**config.mk**
```make
export PLATFORM = sky130hd
export DESIGN_NAME = serial_slice_adder
export DESIGN_NICKNAME = d
export VERILOG_FILES = /design/src/rtl/serial_slice_pkg.sv /design/src/rtl/slice_adder.sv /design/src/rtl/serial_slice_adder.sv
export SDC_FILE = /design/constraint.sdc
export NUM_CORES = 1
export LEC_CHECK = 0
export BUFFER_PORTS_ARGS = -buffer_cell sky130_fd_sc_hd__buf_2
export CAP_MARGIN = 20
export CORE_UTILIZATION = 49
export DETAILED_ROUTE_END_ITERATION = 10
export MAX_ROUTING_LAYER = met4
export PLACE_DENSITY = 0.73
export SETUP_SLACK_MARGIN = 0.5
export SLEW_MARGIN = 20
export SYNTH_ARGS = -nofsm -noshare
export SYNTH_HDL_FRONTEND = slang
export SYNTH_SLANG_ARGS = --single-unit
```
**constraint.sdc**
```tcl
create_clock -name clk -period 1.9 [get_ports clk]
set_clock_uncertainty 0.05 [all_clocks]
set_input_delay 0.38 -clock clk [delete_from_list [all_inputs] [get_ports clk]]
set_output_delay 0.38 -clock clk [all_outputs]
set_load 0.01 [all_outputs]
```
**src/rtl/serial_slice_pkg.sv**
```systemverilog
`default_nettype none
// ============================================================================
// Module      : serial_slice_pkg
// Description : Shared types and constants for the bit-serial slice adder.
//               SLICE_W is the number of operand bits consumed per accepted
//               cycle; state_t encodes the controller states.
// Revision    : 1.0 - initial release
// ============================================================================
package serial_slice_pkg;

    localparam int SLICE_W = 2;

    typedef enum logic [1:0] {
        IDLE = 2'd0,
        RUN  = 2'd1,
        DONE = 2'd2
    } state_t;

endpackage : serial_slice_pkg
`default_nettype wire

```
**src/rtl/slice_adder.sv**
```systemverilog
`default_nettype none
// ============================================================================
// Module      : slice_adder
// Description : Combinational 2-bit ripple adder built from two full adders.
// Ports       : a[1:0], b[1:0], cin -> s[1:0], cout
// Revision    : 1.0 - initial release
// ============================================================================
module slice_adder (
    input  logic [1:0] a,
    input  logic [1:0] b,
    input  logic       cin,
    output logic [1:0] s,
    output logic       cout
);

    logic w_c0;

    // Bit 0 full adder
    assign s[0] = a[0] ^ b[0] ^ cin;
    assign w_c0 = (a[0] & b[0]) | (a[0] & cin) | (b[0] & cin);

    // Bit 1 full adder, carry rippled from bit 0
    assign s[1] = a[1] ^ b[1] ^ w_c0;
    assign cout = (a[1] & b[1]) | (a[1] & w_c0) | (b[1] & w_c0);

endmodule : slice_adder
`default_nettype wire

```
**src/rtl/serial_slice_adder.sv**
```systemverilog
`default_nettype none
// ============================================================================
// Module      : serial_slice_adder
// Description : Bit-serial two's-complement adder/subtractor. Takes one 2-bit
//               slice of A and B per accepted cycle (LSB slice first), chains
//               the carry through a flop and shifts result slices in from the
//               top so the first slice lands in sum[1:0].
// Ports       : clk, rst (async, active-high)
//               start, sub          - begin operation / 1 = A-B
//               in_valid, in_ready  - slice handshake (a_slice, b_slice)
//               busy, done          - RUN indicator / one-cycle result pulse
//               sum, cout           - held result and final carry
// Revision    : 1.0 - initial release
// ============================================================================
module serial_slice_adder
    import serial_slice_pkg::*;
#(
    parameter int WIDTH = 8
) (
    input  logic             clk,
    input  logic             rst,
    input  logic             start,
    input  logic             sub,
    input  logic             in_valid,
    input  logic [1:0]       a_slice,
    input  logic [1:0]       b_slice,
    output logic             in_ready,
    output logic             busy,
    output logic             done,
    output logic [WIDTH-1:0] sum,
    output logic             cout
);

    localparam int c_NUM_SLICES = WIDTH / SLICE_W;
    localparam int c_CNT_W      = (c_NUM_SLICES > 1) ? $clog2(c_NUM_SLICES) : 1;
    localparam logic [c_CNT_W-1:0] c_LAST_CNT = c_CNT_W'(c_NUM_SLICES - 1);

    state_t             r_state;
    logic               r_sub;
    logic               r_carry;
    logic [c_CNT_W-1:0] r_cnt;
    logic [WIDTH-1:0]   r_sum;
    logic               r_cout;
    logic               r_in_ready;
    logic               r_busy;
    logic               r_done;

    logic [1:0]         w_b;
    logic [1:0]         w_s;
    logic               w_c;
    logic               w_start_accept;

    // Subtraction is A + ~B + 1: invert B here, the +1 comes from the
    // carry flop being preset to 1 on start.
    assign w_b = r_sub ? ~b_slice : b_slice;

    // Start is only honoured while not running; in RUN it is ignored.
    assign w_start_accept = start && ((r_state == IDLE) || (r_state == DONE));

    slice_adder u_slice_adder (
        .a    (a_slice),
        .b    (w_b),
        .cin  (r_carry),
        .s    (w_s),
        .cout (w_c)
    );

    always_ff @(posedge clk or posedge rst) begin
        if (rst) begin
            r_state    <= IDLE;
            r_sub      <= 1'b0;
            r_carry    <= 1'b0;
            r_cnt      <= '0;
            r_sum      <= '0;
            r_cout     <= 1'b0;
            r_in_ready <= 1'b0;
            r_busy     <= 1'b0;
            r_done     <= 1'b0;
        end else begin
            r_done <= 1'b0;
            if (w_start_accept) begin
                r_state    <= RUN;
                r_sub      <= sub;
                r_carry    <= sub;
                r_cnt      <= '0;
                r_sum      <= '0;
                r_in_ready <= 1'b1;
                r_busy     <= 1'b1;
            end else begin
                case (r_state)
                    RUN: begin
                        if (in_valid) begin
                            r_carry <= w_c;
                            r_sum   <= {w_s, r_sum[WIDTH-1:SLICE_W]};
                            r_cnt   <= r_cnt + 1'b1;
                            if (r_cnt == c_LAST_CNT) begin
                                r_state    <= DONE;
                                r_cout     <= w_c;
                                r_done     <= 1'b1;
                                r_in_ready <= 1'b0;
                                r_busy     <= 1'b0;
                            end
                        end
                    end
                    DONE: begin
                        r_state <= IDLE;
                    end
                    IDLE: begin
                        r_state <= IDLE;
                    end
                    default: begin
                        r_state    <= IDLE;
                        r_in_ready <= 1'b0;
                        r_busy     <= 1'b0;
                    end
                endcase
            end
        end
    end

    assign in_ready = r_in_ready;
    assign busy     = r_busy;
    assign done     = r_done;
    assign sum      = r_sum;
    assign cout     = r_cout;

endmodule : serial_slice_adder
`default_nettype wire

```
## Word-level counts from Yosys, hierarchy flattened

Cells that the tools add are included.

| cells by class | value |
|---|---|
| add/subtract/negate cells | 1 |
| equality and inequality tests | 6 |
| muxes and demuxes | 22 |
| bitwise logic cells | 16 |
| reduce and logical (&&, ||, !) cells | 10 |

Operators by type and width:

| operator | number |
|---|---|
| 8-bit two-way mux | 3 |
| 2-bit two-way mux | 8 |
| 1-bit two-way mux | 10 |
| 1-bit bitwise AND | 6 |
| 3-bit != test (second input constant) | 2 |
| 2-bit equality test (second input constant) | 2 |
| 1-bit bitwise OR | 4 |
| 2-bit AND reduction | 2 |
| 4-bit AND reduction | 1 |
| 2-bit nonzero test | 2 |
| 1-bit XOR | 4 |
| 3-bit AND reduction | 1 |
| 2-bit by 1-bit adder with 2-bit output (second input constant) | 1 |
| 2-bit by 1-bit equality test with 1-bit output (second input constant) | 1 |
| 2-bit logical NOT | 1 |
| 2-bit by 1-bit != test with 1-bit output (second input constant) | 1 |
| 2-bit NOT | 1 |
| 1-bit one-hot mux with 2 select lines | 1 |
| 2-bit OR reduction | 1 |
| 1-bit logical AND | 1 |
| 1-bit logical OR | 1 |
| 1-bit NOT | 1 |

| storage, ports and cells | value |
|---|---|
| flip-flop bits (word level) | 17 |
| input bits | 9 |
| output and inout bits | 12 |
| logic and storage cells | 63 |

## Logic depth before layout (Yosys ltp)

Gate-level depths: netlist of run 1.

| depth | value |
|---|---|
| word-level depth | 11 |
| mapped depth | 5 |
| mapped depth without buffers | 5 |

## Modules after synthesis

Synthesis of run 1 repeated with hierarchy kept, for this count alone.

| second synthesis, totals | value |
|---|---|
| cell total of the unflattened synthesis | 86 |
| area total of the unflattened synthesis | 839.6 µm² |

By module, submodules not included:

| module | times used | cells an instance | area an instance (µm²) | seq. area each (µm²) |
|---|---|---|---|---|
| serial_slice_adder | 1 | 76 | 769.5 | 425.4 |
| slice_adder | 1 | 10 | 70.1 | 0.0 |

## Worst setup path before layout of run 1

No wires, ideal clock.

| timing | value |
|---|---|
| kind | flip-flop to flip-flop |
| from | register r_sub |
| to | register r_cout (netlist: cout) |
| setup time | 0.125 ns |
| arrival time | 1.562 ns |
| required time | 1.725 ns |
| slack | 0.163 ns |
| cell stages (with the launch flop) | 5 |
| buffers on the path | 0 |
| clock period less this slack | 1.737 ns |
| cell sequence | dfrtp_1 -> xor2_1 -> fa_1 -> fa_1 -> mux2_4 |

| on the way | value |
|---|---|
| longest elaborated chain between the ends | 7 |
| elaborated cells on any way between the ends | 10 |
| those cells by class | mux (1); bitwise (9) |

RTL lines:

| what | line | RTL |
|---|---|---|
| from (decl) | serial_slice_adder.sv:39 | `logic r_sub;` |
| from (signal assigned) | serial_slice_adder.sv:83 | `r_sub <= sub;` |
| 2-bit two-way mux * | serial_slice_adder.sv:55 | `assign w_b = r_sub ? ~b_slice : b_slice;` |
| 1-bit bitwise AND | slice_adder.sv:20 | `assign w_c0 = (a[0] & b[0]) \| (a[0] & cin) \| (b[0] & cin);` |
| 1-bit bitwise OR (2 in a row) | slice_adder.sv:20 |  |
| 1-bit bitwise AND | slice_adder.sv:24 | `assign cout = (a[1] & b[1]) \| (a[1] & w_c0) \| (b[1] & w_c0);` |
| 1-bit bitwise OR | slice_adder.sv:24 |  |
| 1-bit bitwise OR * | slice_adder.sv:24 |  |
| named net u_slice_adder.cout | slice_adder.sv:13 | `output logic cout` |
| to (signal assigned) | serial_slice_adder.sv:98 | `r_cout <= w_c;` |
| to (decl) | serial_slice_adder.sv:43 | `logic r_cout;` |

Mark *: on every way through the listed nets, which the timed path passes. The rest lies on a longest branch.
A chain may end at the register's enable or synchronous reset.

## Worst setup path in the final report of run 1

Ends and elaborated chain as after synthesis.

==> metrics.md, run 1 <==
| Metric | Value |
|---|---|
| PortBufs | 20 |
| GP Congestion | 0.717 |
| Finished Core Util | 0.652 |
| Share of cells above drive strength 1 | 0.302 |
| Max VDD drop | 0.000859 V |
| Post-route ant nets | 0 |
| Max_cap viols | 0 |
| Largest net degree at the start of global routing | 18 |
| Clk Latency, worst-skew pair | 0.28 ns |
| Rows | 13 |
| Cts bufs inserted | 3 |
| Synthesized area | 748 sq um |
| Number of global-route vias before repair | 533 |
| Leak | 0.502 nW |
| Fin crit share | 0.889 |
| Yosys reg bits | 17 |
| Status | complete, no violations |
| Crit. End Element | register |
| Initial DRC count | 9 |
| Synth cell types | 17 |
| Reg2reg setup slack | 0.21 ns |
| Final Setup Violations | 0 |
| Yosys top cell area share | 0.569 |
| Worst Reg-to-Reg Cells | 4 |
| First-pass GRT wire length | 2.25 mm |
| # diodes | 0 |
| WL final | 1.42 mm |
| Synthesized Nets | 86 |
| TritonCTS clock tree | done |
| Initial Util | 0.548 |
| Startpoint Class | register |
| Warnings from Yosys | 0 |
| Relative slew slack | 0.563 |
| Crit Path Class | reg -> reg |
| Hold Vio Cnt, Final | 0 |
| F_max | 592 MHz |
| Pwr/cell area | 1560 nW/um^2 |
| Post-route DRC | 0 |
| Syn Inst Count | 74 |
| Via density | 5.13 |
| Via count | 569 |
| Max FO, Critical Path | 2 |
| Clock transition at path regs | 0.09 ns |
| Grt total ovfl | 0 |
| Critical Path RT | 2.03 ns |
| Core region area | 1370 sq um |
| Fin nets | 109 |
| Final setup TNS | 0 ns |
| Synthesized area per cell | 10.1 sq um |
| RSZ-0062 raised after global routing | yes |
| Initial antenna violation count | 0 |
| Most frequent cells in the layout | nand2_1 (24), buf_2 (20), dfrtp_1 (17) |
| Max Slew Vio Count | 0 |
| Min cycle time layout | 1.69 ns |
| Synth area leader | dfrtp_1 |
| Worst r2r dst | cout |
| Synth top area cells | dfrtp_1 (57%), nand2_1 (12%), nand3_1 (8.7%), fa_1 (5.4%), xor2_1 (2.3%) |
| Crit path arrival time | 1.82 ns |
| Sequential fraction of the synthesis area | 0.569 |
| Die Y | 41.1 um |
| CTS resizes | 0 |
| Drt wl/cell | 12.8 um |
| Sink Count | 17 |
| Boundary Pins | 21 |
| GRT Total Usage | 0.219 |
| Slew @ Worst Pin | 0.655 ns |
| Die area | 1690 sq um |
| DR pass1 iterations | 2 |
| Root Driver | clkbuf_4 |
| Max Buffers Root-to-Sink | 2 |
| Most common cell after layout, fill and taps aside | nand2_1 |
| Area Growth Syn to Fin | 19.1% |
| H-tree Lvls | 1 |
| Hold WC Path Type | in -> async |
| Dpl hpwl | 988 um |
| RR Startpoint | r_sub |
| Die width | 41.1 um |
[registers in the layout (all words and copies together), names as in the netlist]
name and cells:
sum 8, r_cnt 2, r_state 2, busy 1
cout 1, done 1, r_carry 1, r_sub 1
[routing by layer]
layer	track usage	vias up	routed length, um
met4	0.100	0	19
met1	0.271	270	689
met3	0.0489	4	51
met2	0.336	14	660
met5	-	-	0
li1	-	281	-
[worst max-delay path, cell delays in order (launching register included)]
cell and delay (ns):
dfrtp_1 0.40, xor2_1 0.16, fa_2 0.35, fa_2 0.36
mux2_4 0.27
[what timing repair did]
action | 4_1_cts | 5_1_grt
setup endpoints to repair | 3 | 3
hold buffers | 0 | 0
pin swaps | 1 | 1
setup buffers | 1 | 0
[cell type report]
type	count	area (sq um)
inverters	2	7.51
repair buffers	22	115
well taps	15	18.8
clock buffers	4	26.3
multi-input cells	51	298
fillers	131	475
flip-flops and latches	17	425
[where the power goes]
group / switching, W / internal, W / total (W)
clock network: 0.000110 / 0.0000816 / 0.000191
registers: 0.000102 / 0.000519 / 0.000621
logic: 0.000320 / 0.000256 / 0.000576
total: 0.000532 / 0.000856 / 0.00139
[how the worst max path moves through the flow]
stage / start / end
floorplan: r_sub / cout
finish: r_sub / cout
global placement: b_slice[0] / cout
detailed placement: b_slice[0] / cout
global route: r_sub / cout
CTS: r_sub / cout
[cells by family after synthesis]
kind of cell               Yosys count  synth area share
AOI/OAI and AO/OA                    3            0.0201
buffers and inverters                6            0.0401
muxes                                1            0.0201
adders and majority gates            3            0.0702
and+or+nand+nor                     42             0.258
xor gates and xnor gates             2            0.0234
DFF                                 17             0.569
[through the flow]
step,cells,cell area (sq um),power (W),setup slack [ns],hold slack [ns]
2_1_floorplan,74,753,0.00100,0.260,0.256
3_3_place_gp,106,857,0.00116,0.148,0.416
3_5_place_dp,106,857,0.00120,0.0910,0.425
4_1_cts,111,891,0.00141,0.201,0.131
5_1_grt,111,891,0.00152,0.181,0.169
6_report,111,891,0.00139,0.212,0.121
[Yosys cell counts]
master / n
fa_1: 2
mux2_4: 1
nand3b_1: 1
buf_2: 3
and3b_1: 1
dfrtp_1: 17
nand2_1: 24
inv_1: 2
a21oi_1: 1
ha_1: 1
buf_4: 1
nand3_1: 13
and2_4: 1
and2_1: 1
nand2b_1: 1
xor2_1: 2
o21ai_0: 2
No activity file was read; power rests on OpenSTA's default activity.
==> run 2: changes to the inputs <==
--- a/config.mk
+++ b/config.mk
@@ -7,8 +7,11 @@
 export LEC_CHECK = 0
 export BUFFER_PORTS_ARGS = -buffer_cell sky130_fd_sc_hd__buf_2
 export CAP_MARGIN = 20
-export CORE_UTILIZATION = 49
+export CELL_PAD_IN_SITES_DETAIL_PLACEMENT = 2
+export CELL_PAD_IN_SITES_GLOBAL_PLACEMENT = 2
+export CORE_UTILIZATION = 30
 export DETAILED_ROUTE_END_ITERATION = 10
+export GPL_TIMING_DRIVEN = 0
 export MAX_ROUTING_LAYER = met4
 export PLACE_DENSITY = 0.73
 export SETUP_SLACK_MARGIN = 0.5
==> metrics.md, run 2 (synthesized netlist as in run 1, its figures left out) <==
| Metric | Value |
|---|---|
| Hold Vio Cnt, Final | 0 (unchanged) |
| DR pass1 iterations | 1 (-1) |
| CP Depth | 4 (unchanged) |
| WL final | 1.86 mm (+31%) |
| Status | complete, no violations |
| Post-DP Area | 888 sq um (+3.6%) |
| Clock transition at path regs | 0.11 ns (+0.02 ns) |
| H-tree Lvls | 1 (unchanged) |
| Worst Reg-to-Reg Cells | 4 (unchanged) |
| GRT Total Usage | 0.169 (-0.0498) |
| Top delay family on crit path | adder cells |
| Cell mode on critical path | fa_2 |
| Sink Count | 17 (unchanged) |
| Rows | 17 (+4) |
| Area Growth Syn to Fin | 25.4% |
| Grt total ovfl | 0 (unchanged) |
| Slew @ Worst Pin | 0.662 ns (+0.00675 ns) |
| Die area | 2700 sq um (+60%) |
| RSZ-0062 raised after global routing | yes |
| TritonCTS clock tree | done |
| Placed Instances | 122 (+15%) |
| Max FO, Critical Path | 2 (unchanged) |
| GP Congestion | 0.688 (-4.0%) |
| # diodes | 0 (unchanged) |
| Crit path arrival time | 1.83 ns (about the same) |
| Core region area | 2280 sq um (+67%) |
| Fin nets | 112 (+2.8%) |
| Critical Path RT | 2.05 ns (+0.02 ns) |
| Cts bufs inserted | 3 (unchanged) |
| Initial antenna violation count | 0 (unchanged) |
| Post-route ant nets | 0 (unchanged) |
| Die width | 51.9 um (+26%) |
| Max FFs per register | 8 (unchanged) |
| Crit. End Element | register |
| Layout Cells excl Fill | 127 (+14%) |
| Initial Util | 0.329 (-0.219) |
| Min cycle time layout | 1.68 ns (-0.00450 ns) |
| Drt wl/cell | 14.6 um (+14%) |
| Max Slew Vio Count | 0 (unchanged) |
| Pwr/cell area | 1550 nW/um^2 (-0.28%) |
| Hold WC Path Type | in -> async |
| Final Setup Violations | 0 (unchanged) |
| Dpl hpwl | 1.37 mm (+39%) |
| Boundary Pins | 21 (unchanged) |
| Hold_buf cts | 0 (unchanged) |
| Worst path cell trace | xor2_1 > fa_2 > fa_2 > mux2_4 |
| Number of global-route vias before repair | 655 (+23%) |
| Via density | 4.88 (-4.8%) |
| Most frequent cells in the layout | nand2_1 (24), buf_2 (22), dfrtp_1 (17) |
| Startpoint Class | register |
| Crit Path Class | reg -> reg |
| First-pass GRT wire length | 3.08 mm (+37%) |
| CP peak stage delay | 0.40 ns (about the same) |
| Post-Layout Inst Area | 938 sq um (+5.3%) |
| F_max | 594 MHz (+0.27%) |
| Initial DRC count | 0 (-9) |
| Buffer and inverter count on the worst path | 0 (unchanged) |
| Max Buffers Root-to-Sink | 2 (unchanged) |
| Root Driver | clkbuf_4 |
| Via count | 620 (+9.0%) |
| Die Y | 51.9 um (+26%) |
| Leak | 0.523 nW (+4.3%) |
| Crit-path slowest cell | dfrtp_1 |
| Share of cells above drive strength 1 | 0.343 (+0.0414) |
| Largest net degree at the start of global routing | 18 (unchanged) |
| Most common cell after layout, fill and taps aside | nand2_1 |
| Max VDD drop | 0.000604 V (-30%) |
| Fin crit share | 0.886 (-0.00237) |
| Post-route DRC | 0 (unchanged) |
| Clk Latency, worst-skew pair | 0.30 ns (+0.02 ns) |
| FILL cells | 246 (+88%) |
| PortBufs | 20 (unchanged) |
| Final setup TNS | 0 ns (unchanged) |
| Relative slew slack | 0.558 (-0.00451) |
| Max_cap viols | 0 (unchanged) |
==> run 2: path summary, 6_finish.rpt <==
check | from | to | slack [ns]
max in group asynchronous | rst | r_cnt[0] | 1.27
worst max-delay path | r_sub | cout | 0.22
worst min-delay path | rst | sum[1] | 0.10
min in group clk | sub | r_sub | 0.32
worst min register to register | sum[4] | sum[2] | 0.46
worst max register to register | r_sub | cout | 0.22
==> run 2: worst register-to-register path, stage by stage (launching register included) <==
cell     delay (ns)
dfrtp_1        0.40
xor2_1         0.16
fa_2           0.34
fa_2           0.35
mux2_4         0.27
==> run 2: stage by stage <==
step | hold WS (ns) | power (W) | worst slack, ns | utilization
2_1_floorplan | 0.256 | 0.00100 | 0.260 | -
3_3_place_gp | 0.419 | 0.00120 | 0.120 | 0.390
3_5_place_dp | 0.439 | 0.00125 | 0.101 | 0.390
4_1_cts | 0.122 | 0.00147 | 0.205 | 0.406
5_1_grt | 0.149 | 0.00160 | 0.174 | 0.412
6_report | 0.102 | 0.00146 | 0.216 | 0.412
==> run 2: metal layers <==
layer	vias to the layer above	track usage	part of all wire
met4	0	0.0811	0.012
met3	4	0.0351	0.043
met1	311	0.197	0.42
met5	-	-	0
met2	16	0.276	0.52
li1	289	-	-
==> run 2: area by class of cell <==
cell class                      count  area, sq um  share of cell area
Clock buffer                        3         22.5              0.0240
Tap cell                           28         35.0              0.0373
Timing Repair Buffer               21          114               0.121
Clock inverter                      1         5.00             0.00533
Buffer                              4         26.3              0.0280
Inverter                            2         7.51             0.00800
Sequential cell                    17          425               0.453
Multi-Input combinational cell     51          303               0.323
==> run 2: timing repair <==
action / 4_1_cts / 5_1_grt
buffers inserted: 1 / 0
gates cloned: 0 / 0
resized for setup: 0 / 3
setup endpoints to repair: 3 / 4
==> run 2: power breakdown <==
part           internal (W)  switching [W]  leakage, nW  total, W
sequential         0.000519       0.000110        0.216  0.000629
combinational      0.000285       0.000344        0.290  0.000629
clock             0.0000785       0.000122       0.0177  0.000200
total              0.000882       0.000576        0.523   0.00146
==> run 3: changes to the inputs <==
--- a/config.mk
+++ b/config.mk
@@ -5,6 +5,7 @@
 export SDC_FILE = /design/constraint.sdc
 export NUM_CORES = 1
 export LEC_CHECK = 0
+export ABC_AREA = 1
 export BUFFER_PORTS_ARGS = -buffer_cell sky130_fd_sc_hd__buf_2
 export CAP_MARGIN = 20
 export CELL_PAD_IN_SITES_DETAIL_PLACEMENT = 2
==> metrics.md, run 3 <==
| Metric | Value |
|---|---|
| Root Driver | clkbuf_4 |
| Switching power share of the total | 0.412 (+0.0170) |
| Grt total ovfl | 0 (unchanged) |
| Initial DRC count | 0 (unchanged) |
| Die width | 54.5 um (+5.0%) |
| Asr flop ratio synth | 1.00 (unchanged) |
| Rows | 18 (+1) |
| Status | complete, no violations |
| Die area | 2980 sq um (+10%) |
| Clk Latency, worst-skew pair | 0.30 ns (about the same) |
| DP Worst Slack | 0.146 ns (+0.0450 ns) |
| Sequential fraction of the synthesis area | 0.514 (-0.0550) |
| Hold Vio Cnt, Final | 0 (unchanged) |
| Dpl hpwl | 1.46 mm (+6.3%) |
| Synth cell types | 16 (-1) |
| Initial antenna violation count | 0 (unchanged) |
| Critical Path RT | 2.05 ns (about the same) |
| Min cycle time layout | 1.63 ns (-0.0521 ns) |
| GRT Total Usage | 0.162 (-0.00709) |
| Final Setup Violations | 0 (unchanged) |
| Fin crit share | 0.859 (-0.0274) |
| Cell mode on critical path | nand2_1 |
| Boundary Pins | 21 (unchanged) |
| Placed Instances | 138 (+13%) |
| Fin nets | 128 (+14%) |
| Via density | 4.56 (-6.6%) |
| Crit Path Class | reg -> reg |
| Die Y | 54.5 um (+5.0%) |
| Seq pwr share | 0.401 (-0.030) |
| Top cells by count, synth | nand2_1 (36), dfrtp_1 (17), nand3_1 (7), inv_1 (6), nand3_2 (5) |
| WL final | 1.95 mm (+5.0%) |
| Synthesized area per cell | 9.41 sq um (-6.9%) |
| Max VDD drop | 0.000722 V (+19%) |
| Post-route DRC | 0 (unchanged) |
| Number of global-route vias before repair | 691 (+5.5%) |
| Share of cells above drive strength 1 | 0.365 (+0.0218) |
| Synth top area cells | dfrtp_1 (51%), nand2_1 (16%), nand3_2 (6.0%), fa_1 (4.8%), nand3_1 (4.2%) |
| P_sw | 0.000654 W (+14%) |
| GP Congestion | 0.679 (-1.3%) |
| Final setup margin | 0.268 ns (+0.0521 ns) |
| Max FFs per register | 8 (unchanged) |
| Layout Cells excl Fill | 145 (+14%) |
| Most common cell after layout, fill and taps aside | nand2_1 |
| Cts bufs inserted | 3 (unchanged) |
| H-tree Lvls | 1 (unchanged) |
| Core region area | 2540 sq um (+12%) |
| Pwr/cell area | 1540 nW/um^2 (-0.82%) |
| # diodes | 0 (unchanged) |
| Hold WC Path Type | in -> async |
| Worst path cell trace | xor2_1 > fa_2 > fa_2 > nand2_1 > nand2_1 > nand2_1 > nand2_1 |
| CP peak stage delay | 0.41 ns (about the same) |
| Max Slew Vio Count | 0 (unchanged) |
| Max Buffers Root-to-Sink | 2 (unchanged) |
| Yosys reg bits | 17 (unchanged) |
| RSZ-0062 raised after global routing | yes |
| Synthesized area | 828 sq um (+11%) |
| TritonCTS clock tree | done |
| Count leader, synth | nand2_1 |
| Crit-path slowest cell | dfrtp_1 |
| Crit. End Element | register |
| Leak | 0.611 nW (+17%) |
| Sink Count | 17 (unchanged) |
| Final setup TNS | 0 ns (unchanged) |
| Post-Layout Inst Area | 1030 sq um (+9.9%) |
| Synth area leader | dfrtp_1 |
| Yosys top cell area share | 0.514 (-0.0550) |
| Share of total power in the clock network | 0.130 (-0.007) |
| Slew @ Worst Pin | 0.686 ns (+0.0249 ns) |
| Most used DFF post-synth | dfrtp_1 |
| Largest net degree at the start of global routing | 18 (unchanged) |
| Combinational share of power | 0.469 (+0.038) |
| Max_cap viols | 0 (unchanged) |
| Synthesized Nets | 100 (+16%) |
| PortBufs | 20 (unchanged) |
| Startpoint Class | register |
| F_max | 613 MHz (+3.2%) |
| Crit path arrival time | 1.78 ns (-0.05 ns) |
| Int Power | 0.000934 W (+5.9%) |
| Post-DP Area | 971 sq um (+9.3%) |
| Most frequent cells in the layout | nand2_1 (36), buf_2 (19), dfrtp_1 (17) |
| Max FO, Critical Path | 2 (unchanged) |
| DR pass1 iterations | 1 (unchanged) |
| Number of synthesized flops with an enable pin | 0 (unchanged) |
| First-pass GRT wire length | 3.15 mm (+2.0%) |
| Initial Util | 0.325 (-0.00329) |
| Area Growth Syn to Fin | 24.5% |
| Clock transition at path regs | 0.12 ns (about the same) |
| Via count | 661 (+6.6%) |
| Drt wl/cell | 13.4 um (-8.1%) |
| Warnings from Yosys | 0 (unchanged) |
| Post-route ant nets | 0 (unchanged) |
| Relative slew slack | 0.542 (-0.0166) |
| Syn Inst Count | 88 (+19%) |
run 3: power groups by stage:
stage | Clock (W) | Combinational, W | Sequential, W
floorplan | 0 | 0.000416 | 0.000683
global placement | 0 | 0.000673 | 0.000639
detailed placement | 0 | 0.000704 | 0.000652
CTS | 0.000214 | 0.000740 | 0.000641
global route | 0.000227 | 0.000857 | 0.000664
finish | 0.000207 | 0.000745 | 0.000637
run 3: metal layers:
metal / GRT usage / part of all wire / vias up
li1: - / - / 323
met1: 0.195 / 0.45 / 325
met2: 0.262 / 0.51 / 11
met3: 0.0250 / 0.029 / 2
met4: 0.0769 / 0.0051 / 0
met5: - / 0 / -
run 3: logic make-up after synthesis:
kind of cell,Yosys count,share of synthesized area
buf+inv,11,0.0740
fa+ha+maj,3,0.0634
flops,17,0.514
xor+xnor,2,0.0212
simple gates,53,0.316
compound gates,2,0.0121
run 3: critical path: cells and delay by family (launching register included):
kind / cells / cell delay, ns
adder cells (fa/ha/maj): 2 / 0.70
AND/OR/NAND/NOR: 4 / 0.22
flip-flops: 1 / 0.41
XOR/XNOR: 1 / 0.16
run 3: stage by stage:
stage	total power [W]	util	hold WS, ns
floorplan	0.00110	-	0.256
global placement	0.00131	0.382	0.407
detailed placement	0.00136	0.382	0.449
CTS	0.00160	0.398	0.142
global route	0.00175	0.405	0.163
finish	0.00159	0.405	0.110
run 3: layout make-up:
type	count	area, sq um
clock inverter	1	5.00
fill	334	1510
inverter	8	31.3
multi-input combinational	60	347
tap	30	37.5
timing repair buffer	23	129
buffer	3	33.8
clock buffer	3	22.5
sequential	17	425
run 3: path summary, 6_finish.rpt:
check                           cells past startpoint  slack (ns)       to  startpoint
worst max register to register                      7        0.27  r_carry       r_sub
min in group clk                                    3        0.27    r_sub         sub
worst min-delay path                                2        0.11   sum[2]         rst
worst max-delay path                                7        0.27  r_carry       r_sub
worst min register to register                      1        0.46     busy  r_state[0]
max in group asynchronous                           2        1.25     done         rst
run 3: timing repair:
item / in CTS / in global routing
buffers inserted: 2 / 1
hold buffers: 0 / 0
cloned: 0 / 0
gates resized for setup: 0 / 2
pin swaps: 0 / 2
setup endpoints to repair: 4 / 4
